**src/rtl/watch_pkg.sv**
```systemverilog
// watch_pkg
//   Shared types and constants for the watch time-of-day logic.
//   - TIME_FIELD_W : width of each HH/MM/SS field
//   - SEC_MAX/MIN_MAX : last value of the seconds/minutes fields
//   - time_field_t : one unsigned time field
//   - hms_t        : packed hours/minutes/seconds triple
//   - wrap_inc/wrap_dec : modular +1/-1 on a field with a given maximum
package watch_pkg;

  localparam int TIME_FIELD_W = 6;

  typedef logic [TIME_FIELD_W-1:0] time_field_t;

  localparam time_field_t SEC_MAX = time_field_t'(59);
  localparam time_field_t MIN_MAX = time_field_t'(59);

  typedef struct packed {
    time_field_t hours;
    time_field_t minutes;
    time_field_t seconds;
  } hms_t;

  function automatic time_field_t wrap_inc(input time_field_t v, input time_field_t max_v);
    return (v == max_v) ? '0 : v + time_field_t'(1);
  endfunction

  function automatic time_field_t wrap_dec(input time_field_t v, input time_field_t max_v);
    return (v == '0) ? max_v : v - time_field_t'(1);
  endfunction

endpackage

```
**src/rtl/watch_tick_prescaler.sv**
```systemverilog
// watch_tick_prescaler
//   Divides the system clock down to a once-per-second tick.
//   Counter runs 0..CLK_HZ-1 while run=1 and is held at 0 while run=0,
//   so any partial second is discarded when counting stops.
// Ports
//   clk   in  system clock
//   reset in  synchronous, active-high
//   run   in  1 = count, 0 = clear and hold
//   tick  out combinational, high during the terminal-count cycle
module watch_tick_prescaler
  import watch_pkg::*;
#(
  parameter int CLK_HZ  = 32768,
  parameter int PRESC_W = 15
) (
  input  logic clk,
  input  logic reset,
  input  logic run,
  output logic tick
);

  localparam logic [PRESC_W-1:0] TERM_CNT = PRESC_W'(CLK_HZ - 1);

  logic [PRESC_W-1:0] r_cnt;
  logic               w_term;

  assign w_term = (r_cnt == TERM_CNT);
  assign tick   = run & w_term;

  always_ff @(posedge clk) begin
    if (reset || !run) begin
      r_cnt <= '0;
    end else if (w_term) begin
      r_cnt <= '0;
    end else begin
      r_cnt <= r_cnt + PRESC_W'(1);
    end
  end

endmodule

```
**src/rtl/watch_timekeeper.sv**
```systemverilog
// watch_timekeeper
//   HH:MM:SS time-of-day counter with its own 1 Hz prescaler and
//   set-mode minute/hour adjustment.
//   Optional feature macro: WATCH_ALARM_EN (adds alarm compare and ports).
// Ports
//   clk, reset                      system clock, synchronous active-high reset
//   set_mode                        1 = halt counting, accept inc/dec pulses
//   min_inc/min_dec/hour_inc/hour_dec  single-cycle adjust pulses
//   seconds/minutes/hours           registered time fields
//   tick_1hz                        pulse coincident with each run-mode second advance
//   day_rollover                    pulse coincident with the wrap to 00:00:00
//   [WATCH_ALARM_EN] alarm_hours, alarm_minutes, alarm_arm in; alarm_fire out
module watch_timekeeper
  import watch_pkg::*;
#(
  parameter int CLK_HZ        = 32768,
  parameter int HOURS_PER_DAY = 24,
  parameter int PRESC_W       = 15
) (
  input  logic       clk,
  input  logic       reset,
  input  logic       set_mode,
  input  logic       min_inc,
  input  logic       min_dec,
  input  logic       hour_inc,
  input  logic       hour_dec,
  output logic [5:0] seconds,
  output logic [5:0] minutes,
  output logic [5:0] hours,
  output logic       tick_1hz,
  output logic       day_rollover
`ifdef WATCH_ALARM_EN
  ,
  input  logic [5:0] alarm_hours,
  input  logic [5:0] alarm_minutes,
  input  logic       alarm_arm,
  output logic       alarm_fire
`endif
);

  localparam time_field_t HOUR_MAX = time_field_t'(HOURS_PER_DAY - 1);

  hms_t r_time;
  hms_t w_next;
  logic w_tick;
  logic w_roll;
  logic r_tick;
  logic r_roll;

  watch_tick_prescaler #(
    .CLK_HZ (CLK_HZ),
    .PRESC_W(PRESC_W)
  ) u_presc (
    .clk  (clk),
    .reset(reset),
    .run  (~set_mode),
    .tick (w_tick)
  );

  // w_tick is already gated by run, so the carry chain only moves in run mode.
  always_comb begin
    w_next = r_time;
    w_roll = 1'b0;
    if (set_mode) begin
      w_next.seconds = '0;
      if (min_inc && !min_dec) begin
        w_next.minutes = wrap_inc(r_time.minutes, MIN_MAX);
      end else if (min_dec && !min_inc) begin
        w_next.minutes = wrap_dec(r_time.minutes, MIN_MAX);
      end
      if (hour_inc && !hour_dec) begin
        w_next.hours = wrap_inc(r_time.hours, HOUR_MAX);
      end else if (hour_dec && !hour_inc) begin
        w_next.hours = wrap_dec(r_time.hours, HOUR_MAX);
      end
    end else if (w_tick) begin
      w_next.seconds = wrap_inc(r_time.seconds, SEC_MAX);
      if (r_time.seconds == SEC_MAX) begin
        w_next.minutes = wrap_inc(r_time.minutes, MIN_MAX);
        if (r_time.minutes == MIN_MAX) begin
          w_next.hours = wrap_inc(r_time.hours, HOUR_MAX);
          w_roll       = (r_time.hours == HOUR_MAX);
        end
      end
    end
  end

  always_ff @(posedge clk) begin
    if (reset) begin
      r_time <= '0;
      r_tick <= 1'b0;
      r_roll <= 1'b0;
    end else begin
      r_time <= w_next;
      r_tick <= w_tick;
      r_roll <= w_roll;
    end
  end

  assign seconds      = r_time.seconds;
  assign minutes      = r_time.minutes;
  assign hours        = r_time.hours;
  assign tick_1hz     = r_tick;
  assign day_rollover = r_roll;

`ifdef WATCH_ALARM_EN
  // Compare against the value about to be registered so the pulse lines up
  // with the displayed match. Only tick-driven advances can fire.
  logic w_fire;
  logic r_fire;

  assign w_fire = alarm_arm & ~set_mode & w_tick &
                  (w_next.seconds == '0) &
                  (w_next.minutes == alarm_minutes) &
                  (w_next.hours == alarm_hours);

  always_ff @(posedge clk) begin
    if (reset) begin
      r_fire <= 1'b0;
    end else begin
      r_fire <= w_fire;
    end
  end

  assign alarm_fire = r_fire;
`endif

endmodule

```
**config.mk**
```make
export PLATFORM = sky130hd
export DESIGN_NAME = watch_timekeeper
export DESIGN_NICKNAME = d
export VERILOG_FILES = /design/src/rtl/watch_pkg.sv /design/src/rtl/watch_tick_prescaler.sv /design/src/rtl/watch_timekeeper.sv
export SDC_FILE = /design/constraint.sdc
export NUM_CORES = 1
export LEC_CHECK = 0
export ABC_AREA = 1
export BUFFER_PORTS_ARGS = -buffer_cell sky130_fd_sc_hd__buf_2
export CORE_MARGIN = 1.5
export CORE_UTILIZATION = 50
export DETAILED_ROUTE_END_ITERATION = 12
export GPL_TIMING_DRIVEN = 0
export MAX_ROUTING_LAYER = met4
export PLACE_DENSITY_LB_ADDON = 0.08
export SLEW_MARGIN = 20
export SYNTH_ARGS = -nofsm -noshare
export SYNTH_HDL_FRONTEND = slang
export SYNTH_HIERARCHICAL = 1
export SYNTH_SLANG_ARGS = --single-unit
```
**constraint.sdc**
```tcl
create_clock -name clk -period 2.95 [get_ports clk]
set_input_delay 0.59 -clock clk [delete_from_list [all_inputs] [get_ports clk]]
set_output_delay 0.59 -clock clk [all_outputs]
set_load 0.1 [all_outputs]
```
# ---- After elaboration in Yosys (flattened, before gate mapping)
# Index checks and enable logic that the tools add are counted.
dict set report totals {
  register_bits 35
  latchBits 0
  mem_bits_rw 0
  romBits 0
  output_inout_bits 20
  elab_cells 55
  memories 0
}
dict set report op_classes {
  addsub 6
  multipliers 0
  n_div 0
  magnitude_cmp 0
  n_eq_ne 6
  shifts 0
  muxes 13
  bitwise 5
  reduce_logical 19
}
# op count
set op_table {}
lappend op_table {{6-bit two-way mux} 10}
lappend op_table {{18-bit two-way mux} 2}
lappend op_table {{6-bit by 1-bit adder with 6-bit output (second input constant)} 3}
lappend op_table {{15-bit by 1-bit adder with 15-bit output (second input constant)} 1}
lappend op_table {{15-bit equality test (second input constant)} 1}
lappend op_table {{6-bit equality test (second input constant)} 2}
lappend op_table {{6-bit zero test} 2}
lappend op_table {{12-bit two-way mux} 1}
lappend op_table {{6-bit by 1-bit subtractor with 6-bit output (second input constant)} 2}
lappend op_table {{6-bit by 5-bit equality test with 1-bit output (second input constant)} 1}
lappend op_table {{3-bit by 1-bit != test with 1-bit output (second input constant)} 2}
lappend op_table {{2-bit nonzero test} 3}
lappend op_table {{5-bit OR reduction} 1}
lappend op_table {{1-bit logical AND} 4}
lappend op_table {{1-bit zero test} 4}
lappend op_table {{1-bit NOT} 4}
lappend op_table {{4-bit AND reduction} 1}
lappend op_table {{2-bit OR reduction} 2}
lappend op_table {{3-bit AND reduction} 1}
lappend op_table {{1-bit AND} 1}
lappend op_table {{1-bit logical OR} 1}

# ---- Depth between registers and ports, before layout
# Gate-level depths: netlist (run 1).
dict set report logic_depth {
  depth_word 6
  ltp_mapped 16
  ltp_nobuf 16
}

# ---- Modules after synthesis
# The synthesis (run 1) kept the hierarchy.
# mod n_inst cells_per_inst area_each_um2
set by_module_without_submodules {}
lappend by_module_without_submodules {watch_timekeeper 1 242 1503.9}
lappend by_module_without_submodules {watch_tick_prescaler 1 115 834.6}

# ---- Worst setup path before layout (run 1)
# No wires, ideal clock.
dict set report synth_path {
  kind {register to register}
  start {register r_time, in the netlist minutes[0]}
  end {register r_time, in the netlist minutes[3]}
  arrival_ns 2.042
  setup_slack_ns 0.799
  path_stages_with_launch 9
  path_buffers 0
  cell_sequence {dfxtp_1 > inv_1 > ha_1 > nand3b_1 > nor2_1 > o21ai_0 > nand3_1 > nand2_1 > inv_1}
}
dict set report synth_via {
  elab_chain_len 5
  word_cells_on_any_way 11
}
# element line_no
set synth_rtl {}
lappend synth_rtl {{start, declared} watch_timekeeper.sv:43} ;# hms_t r_time;
lappend synth_rtl {{start signal, assigned} watch_timekeeper.sv:94} ;# r_time <= w_next;
lappend synth_rtl {{6-bit by 1-bit adder with 6-bit output (tied with other cells)} watch_pkg.sv:24} ;# return (v == max_v) ? '0 : v + time_field_t'(1);
lappend synth_rtl {{6-bit two-way mux, on equally long branches} {watch_pkg.sv:24, watch_pkg.sv:28}}
lappend synth_rtl {{12-bit two-way mux / 6-bit two-way mux (equally long branches)} {watch_timekeeper.sv:78, watch_timekeeper.sv:68}}
lappend synth_rtl {{18-bit two-way mux / 6-bit two-way mux (equally long branches)} {watch_timekeeper.sv:76, watch_timekeeper.sv:66}}
lappend synth_rtl {{18-bit two-way mux (*)} watch_timekeeper.sv:64} ;# if (set_mode) begin
# Every way passes the cells marked *; elsewhere a longest branch is shown, timed or not. The select of a mux whose other input is x is not followed.
# A chain may end at the register's enable or synchronous reset.

# ---- Worst setup path after layout (run 1)
dict set report layout_path {
  start {register u_presc.r_cnt[0]}
  end {register r_time, in the netlist hours[4]}
}
dict set report layout_via {
  elab_chain_len 4
}
# element line_no
set layout_rtl {}
lappend layout_rtl {{start, declared} watch_tick_prescaler.sv:24} ;# logic [PRESC_W-1:0] r_cnt;
lappend layout_rtl {{start signal, assigned} watch_tick_prescaler.sv:36} ;# r_cnt <= r_cnt + PRESC_W'(1);
lappend layout_rtl {{15-bit equality test} watch_tick_prescaler.sv:27} ;# assign w_term = (r_cnt == TERM_CNT);
lappend layout_rtl {{1-bit AND} watch_tick_prescaler.sv:28} ;# assign tick = run & w_term;
lappend layout_rtl {{net w_tick} watch_timekeeper.sv:45} ;# logic w_tick;
lappend layout_rtl {{2-bit nonzero test (no source line)} -}
lappend layout_rtl {{4-bit AND reduction (no source line)} -}
# The timed path passes the listed nets, and every way through them passes these cells.

==> summary.md, run 1 <==
| Metric | Value |
|---|---|
| Status | completed |
| Hold Crit Class | reg2reg |
| Initial core utilization | 53.0% |
| Core box area | 4410 µm² |
| Leakage | between 1 and 1.5 nW |
| Total GRT Usage | 22.6% |
| Top post-synthesis cells by count | 88 x nand2_1, 50 x nor2_1, 37 x inv_1, 35 x dfxtp_1, 28 x nand3_1 |
| Seq/Total Area, Yosys | between 20% and 30% |
| CP startpoint | u_presc/r_cnt[0] |
| Startpoint Class | register |
| DRT Pass-1 Iters | 6 |
| Die span in x | approximately 70 µm |
| NumNets Final | 404 |
| GP Congestion | around 0.86 |
| Post-detail-place hpwl | between 3000 and 4000 µm |
| EDFF count, synth | 0 |
| Required time of the critical path | 3.14 ns |
| DP Area | 2530 µm² |
| Via Count | 2281 |
| Setup_tns | 0 ns |
| Die Height | 71.4 µm |
| Rows | 24 |
| CTS Hold Bufs | 0 |
| GR Overflow Total | 0 |
| Most common cell in the netlist | nand2_1 |
| Final Skew | between 0.008 and 0.009 ns |
| F_max | roughly 400 MHz |
| DRT antenna net count | 0 |
| TritonCTS clock tree | done |
| Slew @ Worst Pin | 0.491 ns |
| Antenna fix cells | 0 |
| Fraction of registers with async set/reset | 0% |
| Cells resized by post-CTS repair | 0 |
| Synth Flop Type | dfxtp_1 |
| Post-synth top area cell | dfxtp_1 |
| Maxcap violations | 0 |
| First-pass GRT wire length | 9040 µm |
| Vias/cell | 5.15 |
| Syn Area/Cell | 6.55 µm² |
| # IOs | 27 |
| Num CTS Buffers | 5 |
| H-tree depth | 2 |
| Detailed Route WL | 5120 µm |
| Share of cells above drive strength 1 | 20.5% |
| Final worst path period share | a little over four fifths |
| WP data arrival | 2.65 ns |
| Clock Tree Buf Depth | 2 |
| Post-synth top area share | ~30% |
| R2r worst-path depth | 16 |
| Yosys cell types | 35 |
| Area Overhead vs Synth | 13.4% |
| Synthesized flop and latch total | 35 |
| Die area | a little over 5000 µm² |
| Crit Path Category | reg2reg |
| Fill count | around 440 |
| Largest net degree at the start of global routing | 12 |
| Syn nets | 371 |
| Slew headroom | 67.5% |
| Ranking of synthesized cells by area | dfxtp_1 30%, nand2_1 14%, nor2_1 8.0% |
| Core Util, Final | roughly 60% |
| Worst R2R Setup Slack | 0.50 ns |
| Wire per inst | 11.5 µm |
| IO buf count | 26 |
| DRC viols | 0 |
| Clk_lat worst skew | a little under 0.3 ns |
| Period minus WS final | 2.45 ns |
| First DRT Iteration DRCs | around 120 |
| CTS sink cnt | 35 |
| Reg2reg end | hours[4] |
| Setup crit end kind | register |
| Setup Viol. Count Final | 0 |
| Max IR drop VDD | 254 µV |
| Pins over their slew limit | 0 |
| Fin area | 2650 µm² |
| Post-CTS Setup Inserts | 0 |
| Reg2reg start | u_presc/r_cnt[0] |
| Cells after Synth | 357 |
| Yosys warnings | 6 |
| Number of global-route vias before repair | just over 2000 |
| Synthesized cell area | approximately 2300 µm² |
| Critical path capture point | hours[4] |
| RSZ-0062 raised after global routing | no |
| Final worst slack | 0.495 ns |
| Hold Fails Final Rpt | 0 |
| Crit-path max FO | 7 |
| Clock root buffer | clkbuf_8 |
| Initial antenna violation count | 0 |
| Pre-CTS WS | 0.501 ns |
| Clock-pin slew on the worst setup and hold paths | approximately 0.080 ns |
| Power per cell area | 463 nW/µm² |
[critical path, stage by stage, from the launching register on]
cell and delay [ns]:
dfxtp_1 0.40, ha_1 0.25, nand2_2 0.08, nor2_4 0.13, nand2_4 0.10, nor2_1 0.12
nand2_1 0.06, nor2_1 0.32, nand2_2 0.12, nor2_2 0.11, nand2_2 0.09, nand2_4 0.09
nand3_4 0.12, clkinv_2 0.12, nand2_1 0.06, nor2_1 0.12, nor2_1 0.05
[state kept, by name (all words and copies together), names as in the netlist]
name and cells:
seconds 6, minutes 6, tick_1hz 1, hours 6, u_presc/r_cnt 15, day_rollover 1
[cell type report]
cell class	count	area (µm²)	area share, %
Clock inverter	2	35.0	1.32
Multi-Input combinational cell	275	1450	54.5
Sequential cell	35	701	26.4
Clock buffer	6	82.6	3.11
Buffer	3	21.3	0.802
Inverter	44	171	6.47
Tap cell	52	65.1	2.45
Timing Repair Buffer	26	130	4.91
[power breakdown]
part	internal, mW	total (mW)	leakage [nW]	switching [mW]
logic	0.0700	0.269	0.818	0.199
clock network	0.274	0.459	0.0612	0.185
registers	0.485	0.501	0.284	0.0158
[cells in the final DEF, fill, tap and decap left out, types with 4 or more instances in the layout]
cell type,netlist,routed
a21oi_2,4,4
nand2_1,88,88
inv_2,5,5
buf_2,2,28
clkbuf_8,0,6
nand2_2,7,7
dfxtp_1,35,35
inv_1,37,37
nor2_1,50,50
nand3_1,28,28
o21ai_0,8,8
a21oi_1,21,21
o21ai_1,9,9
xor2_1,5,5
nor2_2,11,11
ha_1,7,7
nand4_1,6,6
xnor2_1,5,5
nor2_4,4,4
[metrics by stage]
stage          power [mW]  hold slack, ns  instances
2_1_floorplan       0.730           0.436        357
3_3_place_gp        0.777           0.453        435
3_5_place_dp        0.779           0.453        435
4_1_cts              1.24           0.469        443
5_1_grt              1.29           0.504        443
6_report             1.23           0.471        443
[how the worst min path moves through the flow]
| stage | cells past startpoint | startpoint | to | slack [ns] |
|---|---|---|---|---|
| final | 2 | u_presc/r_cnt[14] | u_presc/r_cnt[14] | 0.47 |
| after global routing | 1 | u_presc/r_cnt[0] | u_presc/r_cnt[0] | 0.50 |
| after CTS | 2 | u_presc/r_cnt[14] | u_presc/r_cnt[14] | 0.47 |
| after detailed placement | 2 | u_presc/r_cnt[14] | u_presc/r_cnt[14] | 0.45 |
| after global placement | 2 | u_presc/r_cnt[14] | u_presc/r_cnt[14] | 0.45 |
| after floorplan | 2 | u_presc/r_cnt[14] | u_presc/r_cnt[14] | 0.44 |
[logic make-up (layout without fill, tap and decap cells)]
logic type,Yosys count,count (layout),share of synthesized area [%]
and+or+nand+nor,211,211,42.6
AOI/OAI and AO/OA,47,47,11.7
buffers and inverters,47,81,8.24
DFF,35,35,30.0
xor gates and xnor gates,10,10,3.75
adders and majority gates,7,7,3.75
[per-layer routing]
| layer | part of all wire, % | global-route usage (%) | up-vias |
|---|---|---|---|
| li1 | - | - | 1204 |
| met1 | 48 | 27.9 | 1026 |
| met2 | 47 | 37.0 | 41 |
| met3 | 3.8 | 4.22 | 10 |
| met4 | 1.5 | 8.18 | 0 |
| met5 | 0 | - | - |
No activity file was read; power rests on OpenSTA's default activity.
==> run 2, diff against run 1 <==
Clock period 2.95 ns to 2.4 ns, I/O delays scaled along.
==> run 2 against run 1 <==
Effect of this change: wire length rose by 0.88%; cell count unchanged; final area grew 0.52%; core utilization up 0.31 points; largest cell class unchanged; largest power group unchanged.
==> summary.md, run 2 (synthesis results as in run 1) <==
| Metric | Value |
|---|---|
| Status | completed |
| CP dominant cell by count | nand2_2 |
| Detailed Route WL | 5160 µm (+0.88%) |
| Clock root buffer | clkbuf_8 |
| DP Area | 2530 µm² (unchanged) |
| Setup crit end kind | register |
| Period minus WS final | 2.18 ns (-0.274 ns) |
| Crit-path cells | ha_2 > nand2_2 > nor2_4 > nand2_4 > nor2_2 > nand2_1 > nor2_4 > nand2_2 > nor2_2 > nand2_2 > nand2_4 > nand3_4 > clkinv_2 > nand2_1 > nor2_1 > nor2_1 |
| Critical path's slowest cell | dfxtp_2 |
| Clock Tree Buf Depth | 2 (unchanged) |
| First-pass GRT wire length | 9040 µm (unchanged) |
| F_max | 458 MHz (+13%) |
| Leakage | 1.16 nW (-0.21%) |
| Area of the multi-input gates | 1460 µm² (+0.87%) |
| Required time of the critical path | 2.59 ns (-0.55 ns) |
| Number of global-route vias before repair | 2063 (unchanged) |
| GP Congestion | 0.861 (unchanged) |
| Area Overhead vs Synth | 14.0% |
| DRT antenna net count | 0 (unchanged) |
| Hold Crit Class | reg2reg |
| Post-detail-place hpwl | 3860 µm (unchanged) |
| Switching Share | 32.6% (+0.096 points) |
| Hold Fails Final Rpt | 0 (unchanged) |
| Final worst slack | 0.219 ns (-0.276 ns) |
| Clock-pin slew on the worst setup and hold paths | 0.08 ns (about the same) |
| Largest reg by FF count | u_presc/r_cnt |
| GR Overflow Total | 0 (unchanged) |
| Worst R2R Setup Slack | 0.22 ns (-0.28 ns) |
| Largest net degree at the start of global routing | 12 (unchanged) |
| Die Height | 71.4 µm (unchanged) |
| Wire per inst | 11.6 µm (+0.88%) |
| Largest register FFs | 15 (unchanged) |
| Core box area | 4410 µm² (unchanged) |
| Pre-CTS WS | -0.0487 ns (-0.550 ns) |
| Hold Slack | 0.442 ns (-0.0290 ns) |
| Setup Viol. Count Final | 0 (unchanged) |
| Clk_lat worst skew | 0.29 ns (about the same) |
| First DRT Iteration DRCs | 140 (+13%) |
| Switch Pwr | 493 µW (+24%) |
| CTS sink cnt | 35 (unchanged) |
| Rows | 24 (unchanged) |
| Total GRT Usage | 22.6% (unchanged) |
| Max incr delay on CP | 0.36 ns (-0.04 ns) |
| Crit Path Category | reg2reg |
| Bufs and invs on worst path | 1 (unchanged) |
| Slew @ Worst Pin | 0.491 ns (+0.000141 ns) |
| Vias/cell | 5.14 (-0.13%) |
| Internal power | 1.02 mW (+23%) |
| Final Skew | 0.00930 ns (+0.000297 ns) |
| Via Count | 2278 (-0.13%) |
| Commonest non-fill, non-tap cell in the layout | nand2_1 |
| Sequential share of power | 40.8% (about the same) |
| Initial antenna violation count | 0 (unchanged) |
| # IOs | 27 (unchanged) |
| DRC viols | 0 (unchanged) |
| H-tree depth | 2 (unchanged) |
| Final worst path period share | 90.9% (+7.7 points) |
| DRT Pass-1 Iters | 6 (unchanged) |
| Die area | 5100 µm² (unchanged) |
| Share of cells above drive strength 1 | 21.5% (+1.0 points) |
| Slew headroom | 67.5% (about the same) |
| Most frequent cells in the layout | 88 x nand2_1, 48 x nor2_1, 37 x inv_1 |
| Maxcap violations | 0 (unchanged) |
| WP data arrival | 2.38 ns (-0.27 ns) |
| NumNets Final | 404 (unchanged) |
| IO buf count | 26 (unchanged) |
| Register area | 702 µm² (+0.18%) |
| Core Util, Final | 60.4% (+0.31 points) |
| Startpoint Class | register |
| Max IR drop VDD | 313 µV (+23%) |
| Crit-path max FO | 7 (unchanged) |
| Power per cell area | 567 nW/µm² (+23%) |
| Combinational Power Share | 21.9% (about the same) |
| Clk pwr share | 37.3% (about the same) |
| Die span in x | 71.4 µm (unchanged) |
| Num CTS Buffers | 5 (unchanged) |
| Initial core utilization | 53.0% (unchanged) |
| Fin area | 2670 µm² (+0.52%) |
| Pins over their slew limit | 0 (unchanged) |
| Fill count | 440 (-0.68%) |
| TritonCTS clock tree | done |
| Antenna fix cells | 0 (unchanged) |
| Critical path's top delay family | simple AND/OR/NAND/NOR gates |
-- run 2: cell counts in the layout (fill, tap and decap cells not counted) --
Identical to the previous run, type by type.
-- run 2: layout make-up --
cell class	instances	share of cell area, %
Buffer	3	0.798
Clock buffer	6	3.10
Clock inverter	2	1.31
Inverter	44	6.43
Multi-Input combinational cell	275	54.7
Sequential cell	35	26.3
Tap cell	52	2.44
Timing Repair Buffer	26	4.88
-- run 2: routing by layer --
layer  share of wire (%)  track usage [%]
met1                  48             27.9
met2                  47             37.0
met3                 3.4             4.22
met4                 1.5             8.18
met5                   0                -
-- run 2: stage by stage --
stage	TNS, ns	instances	total power [mW]
after floorplan	0	357	0.897
after CTS	0	443	1.53
after global routing	-0.0157	443	1.59
after global placement	-0.0204	435	0.956
final	0	443	1.51
after detailed placement	-0.0582	435	0.958
-- run 2: final timing paths --
path,start,to,cells after the start
max,u_presc/r_cnt[0],hours[4],16
min,u_presc/r_cnt[0],u_presc/r_cnt[0],1
max reg2reg,u_presc/r_cnt[0],hours[4],16
min reg2reg,u_presc/r_cnt[0],u_presc/r_cnt[0],1
-- run 2: timing repair --
item	CTS	global route
setup endpoints to repair	4	11
gates resized for setup	1	4
hold buffers	0	0
setup buffers	0	0
-- run 2: worst reg2reg max path, delay by kind of cell, from the launching register on --
kind                       cells  cell delay [ns]
and+or+nand+nor               14             1.39
DFF                            1             0.36
adders and majority gates      1             0.22
buffers and inverters          1             0.13
-- run 2: power by group through the flow --
stage / sequential [mW] / clock (mW) / combinational [mW]
final: 0.616 / 0.564 / 0.332
after global routing: 0.619 / 0.606 / 0.364
after CTS: 0.616 / 0.580 / 0.330
after detailed placement: 0.629 / 0 / 0.328
after global placement: 0.629 / 0 / 0.327
after floorplan: 0.728 / 0 / 0.170
